**src/rtl/c6288_chk_pkg.sv**
```systemverilog
// Shared types and widths for the C6288 multiplier checker.
// Imported by the shift-add datapath and the checker FSM.
package c6288_chk_pkg;

    localparam int OP_W   = 16;
    localparam int PROD_W = 32;
    localparam int CNT_W  = 8;
    localparam int STEP_W = $clog2(OP_W);

    typedef enum logic [1:0] {
        IDLE,
        MULT,
        CMP
    } state_t;

    // Error counter stops at all-ones instead of wrapping.
    function automatic logic [CNT_W-1:0] sat_inc(input logic [CNT_W-1:0] v);
        if (v == {CNT_W{1'b1}}) begin
            return v;
        end
        return v + 1'b1;
    endfunction

endpackage

```
**src/rtl/seq_mult16.sv**
```systemverilog
// Sequential 16x16 unsigned shift-add multiplier, one step per clock.
// load captures operands; last flags the final step.
module seq_mult16
    import c6288_chk_pkg::*;
(
    input  logic              clk,
    input  logic              rst_n,
    input  logic              load,
    input  logic              step,
    input  logic [OP_W-1:0]   a,
    input  logic [OP_W-1:0]   b,
    output logic [PROD_W-1:0] acc,
    output logic              last
);

    logic [PROD_W-1:0] mcand;
    logic [OP_W-1:0]   mplier;
    logic [STEP_W-1:0] cnt;

    always_ff @(posedge clk) begin
        if (!rst_n) begin
            acc    <= '0;
            mcand  <= '0;
            mplier <= '0;
            cnt    <= '0;
        end else if (load) begin
            acc    <= '0;
            mcand  <= {{(PROD_W-OP_W){1'b0}}, a};
            mplier <= b;
            cnt    <= '0;
        end else if (step) begin
            if (mplier[0]) begin
                acc <= acc + mcand;
            end
            mcand  <= mcand << 1;
            mplier <= mplier >> 1;
            cnt    <= cnt + 1'b1;
        end
    end

    assign last = step && (cnt == STEP_W'(OP_W - 1));

endmodule

```
**config.mk**
```make
export PLATFORM = sky130hd
export DESIGN_NAME = seq_mult16
export DESIGN_NICKNAME = d
export VERILOG_FILES = /design/src/rtl/c6288_chk_pkg.sv /design/src/rtl/seq_mult16.sv
export SDC_FILE = /design/constraint.sdc
export NUM_CORES = 1
export LEC_CHECK = 0
export BUFFER_PORTS_ARGS = -buffer_cell sky130_fd_sc_hd__buf_2
export CAP_MARGIN = 20
export CORE_MARGIN = 2
export CORE_UTILIZATION = 65
export CTS_BUF_LIST = sky130_fd_sc_hd__clkbuf_4
export DETAILED_ROUTE_END_ITERATION = 8
export GPL_TIMING_DRIVEN = 0
export PLACE_DENSITY_LB_ADDON = 0.12
export SETUP_SLACK_MARGIN = 0.5
export SLEW_MARGIN = 20
export SYNTH_ARGS = -nofsm -noshare
export SYNTH_HDL_FRONTEND = slang
export SYNTH_SLANG_ARGS = --single-unit
```
**constraint.sdc**
```tcl
create_clock -name clk -period 4.2 [get_ports clk]
set_clock_uncertainty 0.15 [all_clocks]
set_input_delay 0.63 -clock clk [delete_from_list [all_inputs] [get_ports clk]]
set_output_delay 0.63 -clock clk [all_outputs]
set_load 0.03 [all_outputs]
```
# == Word-level counts from Yosys, hierarchy flattened ==
# Index checks and enable logic that the tools add are counted.
# word_totals
regBits,84
input_bits,36
out_inout_bits,33
wordCells,17
# op_classes
add_sub_neg,2
n_eq_ne,1
muxes,4
n_bitwise,1
reduce_logical,4
# ops
op,n
$mux W16,4
$add A32 B32 Y32,1
$add A4 B1 Y4 const B,1
$eq A4 B4 Y1 const B,1
$reduce_and A2 Y1,1
$reduce_bool A2 Y1,1
$reduce_or A2 Y1,1
$logic_and A1 B1 Y1,1
$not A1 Y1,1

# == Longest topological paths before layout ==
# depth
ltp_word,2
ltp_mapped,10
mapped_depth_nobuf,10

# == Least setup slack after synthesis ==
# No wires, ideal clock.
# synth_timing
path_type,register -> register
startpoint,reg acc[0]
endpoint,reg acc[28]
setup_time_ps,79
t_arrival_ps,2617
required_time_ps,3971
slack_ps,1354
path_stages_with_launch,11
n_path_buf,0
synth_period_minus_slack_ps,2846
path_cell_list,dfxtp_1 > ha_1 > fa_1 > a21o_1 > a311o_1 > a21oi_4 > a21boi_2 > o211ai_2 > o21ai_2 > a2111o_1 > o211ai_1
# synth_via
elab_chain_cells,1
# synth_rtl
item,line_no,source
"start, declared",seq_mult16.sv:12,"output logic [PROD_W-1:0] acc,"
"start signal, assigned",seq_mult16.sv:33,acc <= acc + mcand;
$add A32 B32 Y32,seq_mult16.sv:33,
# Every way passes these cells.
# A chain may end at the register's enable or synchronous reset.

# == Worst setup path after layout ==
# layout_timing
startpoint,reg acc[0]
endpoint,reg acc[30]
# The elaborated chain is that of the path after synthesis.

==> key figures <==
Critical path
  – Crit-path slowest cell: fa_1
  – Delay-heaviest family, CP: compound AO/OA/AOI/OAI gates
  – CP arrival: 3.13 ns
  – Crit start category: flip-flop
  – CP bufs+invs: 0
  – Crit path max fanout: 4
  – Worst path cell trace: ha_1 -> fa_1 -> a21o_1 -> a311o_1 -> a21oi_4 -> a21boi_2 -> o211a_1 -> or3_1 -> nand3_1 -> a21oi_1
  – Crit path largest cell delay: 0.43 ns
  – WP data required: 4.35 ns
  – CP endpoint kind: flip-flop
  – WS Path Type: reg -> reg

Placement
  – PortBufs: 67
  – DP Area: 5520 um^2
  – Routability cong.: 0.961
  – Post-detail-place hpwl: 9.90 mm
  – Setup slack at placement: 1.26 ns
  – Cell total after placement: 795

Power and ir drop
  – Max VDD drop: 0.180 mV
  – Design Power: 1.49 mW
  – Static Leakage: 2.56 nW
  – Power density over the cells: 263 nW/um^2

Clocking
  – Total CTS buffers: 9
  – Clock Pin Slew Worst Setup and Hold Paths: 0.16 ns
  – Clock Tree Buf Depth: 2
  – Worst skew pair latency: 0.46 ns
  – Clock Sinks: 84
  – TritonCTS clock tree: yes
  – Cells resized by post-CTS repair: 0
  – CTS root buffer: clkbuf_4
  – Hold Buf Count CTS: 0
  – Post-CTS setup buffer count: 0
  – CTS H-tree depth: 3

Global routing
  – Residual overflow from global routing: 0
  – Met1 Usage GRT: 40.5%
  – Gr busiest metal: met2
  – Vias in the first global route: 4615
  – First-pass GRT wire length: 21.7 mm
  – Largest net degree at the start of global routing: 16
  – Met2 Use GR: 53.6%
  – Initial antenna violation count: 0
  – Grt met3 use: 4.77%
  – Total Routing Usage GR: 31.7%

Final layout
  – Non-Filler Cell Area, Final: 5660 um^2
  – Share of cells above drive strength 1: 13.7%
  – Multi-input gate area: 3200 um^2
  – Final-stage net count: 773
  – Fill cells: 653
  – Final cell count without fillers: 811
  – Diode count: 0
  – Register area: 1680 um^2
  – Synthesis-to-finish area growth: 12.1%

STA
  – Tcrit/Tclk final: 71.0%
  – RSZ-0062 raised after global routing: no
  – Fin worst setup slack: 1.22 ns
  – Setup TNS: 0 ns
  – Setup-failing EPs final: 0
  – Final min period: 2.98 ns
  – Worst-Margin Slew: 0.756 ns
  – Fmax: 336 MHz
  – Slew headroom: 49.6%
  – Slew Viols, Final: 0
  – Fin. Hold Viols: 0

Logic synthesis
  – Most frequent cell after synthesis: nand2_1
  – Top cells by count, synth: nand2_1 (97), dfxtp_1 (84), a21oi_1 (52)
  – Synth warn: 0
  – Syn Area/Cell: 8.07 um^2
  – Yosys top cell area share: 33.3%
  – Area leader, netlist: dfxtp_1
  – Cell variety after synth: 58
  – FFs w/ async S/R, synth: 0%
  – Mapped Area: 5050 um^2
  – Top FF cell, synth: dfxtp_1
  – Top post-synthesis cells by area: dfxtp_1 (33%), mux2i_1 (9.5%), ha_1 (7.9%)
  – Syn nets: 695
  – Register area share after synthesis: 33.3%
  – Synthesized flop and latch total: 84
  – EDFF count, synth: 0
  – Post-synthesis cell count: 626

Floorplanning
  – Die area: 8500 um^2
  – Die X-Extent: 92.2 um
  – Initial Utilization: 66.1%
  – IO Pins: 69
  – Die H: 92.2 um
  – Core Area: 7650 um^2
  – Row count: 32

Detailed routing
  – TritonRoute pass-1 iters: 5
  – Routed Antenna Nets: 0
  – WL final: 12.9 mm
  – Final routed DRC violation total: 0
  – WL per Instance: 16.0 um
  – Starting DRC count in detailed routing: 235
  – Via density: 5.93
  – Vias: 4810

Job
  – Max Cap Violations: 0

Hold path
  – Worst min-delay path class: in -> reg

Status
  – Outcome: finished clean
[where the power goes]
| group | total (mW) | internal, mW | leakage, nW | switching, mW |
|---|---|---|---|---|
| clock network | 0.498 | 0.194 | 0.0740 | 0.303 |
| logic | 0.156 | 0.0649 | 1.81 | 0.0910 |
| registers | 0.834 | 0.817 | 0.683 | 0.0171 |
[sequential cells by signal, summed over array words and instances, names as in the netlist]
register  flops
mcand        32
acc          32
mplier       16
cnt           4
[layout by cell type, fill, tap and decap left out, types with 2 or more instances in the layout]
cell,instances
o21ai_0,51
ha_1,32
buf_2,70
buf_1,2
a31oi_1,3
clkinvlp_4,2
and3_1,5
xnor2_1,15
dfxtp_1,84
nor3b_1,4
o21a_1,2
nand4_1,10
nand2_1,97
a21o_1,12
o21bai_1,2
a211oi_1,5
nand3_1,13
inv_1,6
inv_6,3
nor2b_1,3
a21oi_1,52
a221oi_1,2
o211ai_1,5
a22o_1,2
clkbuf_4,10
and2_1,35
nor3_1,9
nand2b_1,4
xor2_1,11
a221o_1,2
clkbuf_1,30
mux2i_1,48
nor4_1,2
nor2_1,48
[per-layer routing]
metal,share of wire (%),up-vias
met5,0,-
met1,44,2244
met3,5.4,39
li1,-,2364
met2,48,163
met4,3.1,0
[area by class of cell]
cell class,count,share of cell area [%]
repair buffers,67,5.92
clock inverters,6,1.26
well taps,102,2.25
multi-input cells,499,56.5
clock buffers,10,1.33
flip-flops and latches,84,29.7
plain buffers,37,2.67
inverters,6,0.398
[kinds of logic (layout without fill, tap and decap cells)]
family,after synthesis,in the layout,share of synthesized area [%]
buffers and inverters,43,126,3.44
AND/OR/NAND/NOR,235,235,21.5
multiplexers,48,48,9.51
adder cells (fa/ha/maj),33,33,8.32
XOR/XNOR,26,26,4.51
AO/OA/AOI/OAI,157,157,19.4
flip-flops,84,84,33.3
[worst register-to-register path: cells and delay by family (launching register included)]
kind            cells  cell delay [ns]
compound gates      6             1.26
flops               1             0.36
fa+ha+maj           2             0.66
simple gates        2             0.39
[final timing paths]
check	slack, ns	cells past startpoint	from	endpoint
worst min register to register	0.33	2	acc[15]$_SDFFE_PP0P_	acc[15]$_SDFFE_PP0P_
worst max register to register	1.22	10	acc[0]$_SDFFE_PP0P_	acc[30]$_SDFFE_PP0P_
worst max-delay path	1.22	10	acc[0]$_SDFFE_PP0P_	acc[30]$_SDFFE_PP0P_
worst min-delay path	0.31	3	b[15]	mplier[15]$_SDFFE_PN0P_
[per-stage QoR]
| step | utilization (%) | hold slack [ns] |
|---|---|---|
| 2_1_floorplan | - | 0.329 |
| 3_3_place_gp | 72.1 | 0.299 |
| 3_5_place_dp | 72.1 | 0.310 |
| 4_1_cts | 74.1 | 0.294 |
| 5_1_grt | 74.1 | 0.341 |
| 6_report | 74.1 | 0.306 |
Power figures use the tool's default switching activity.
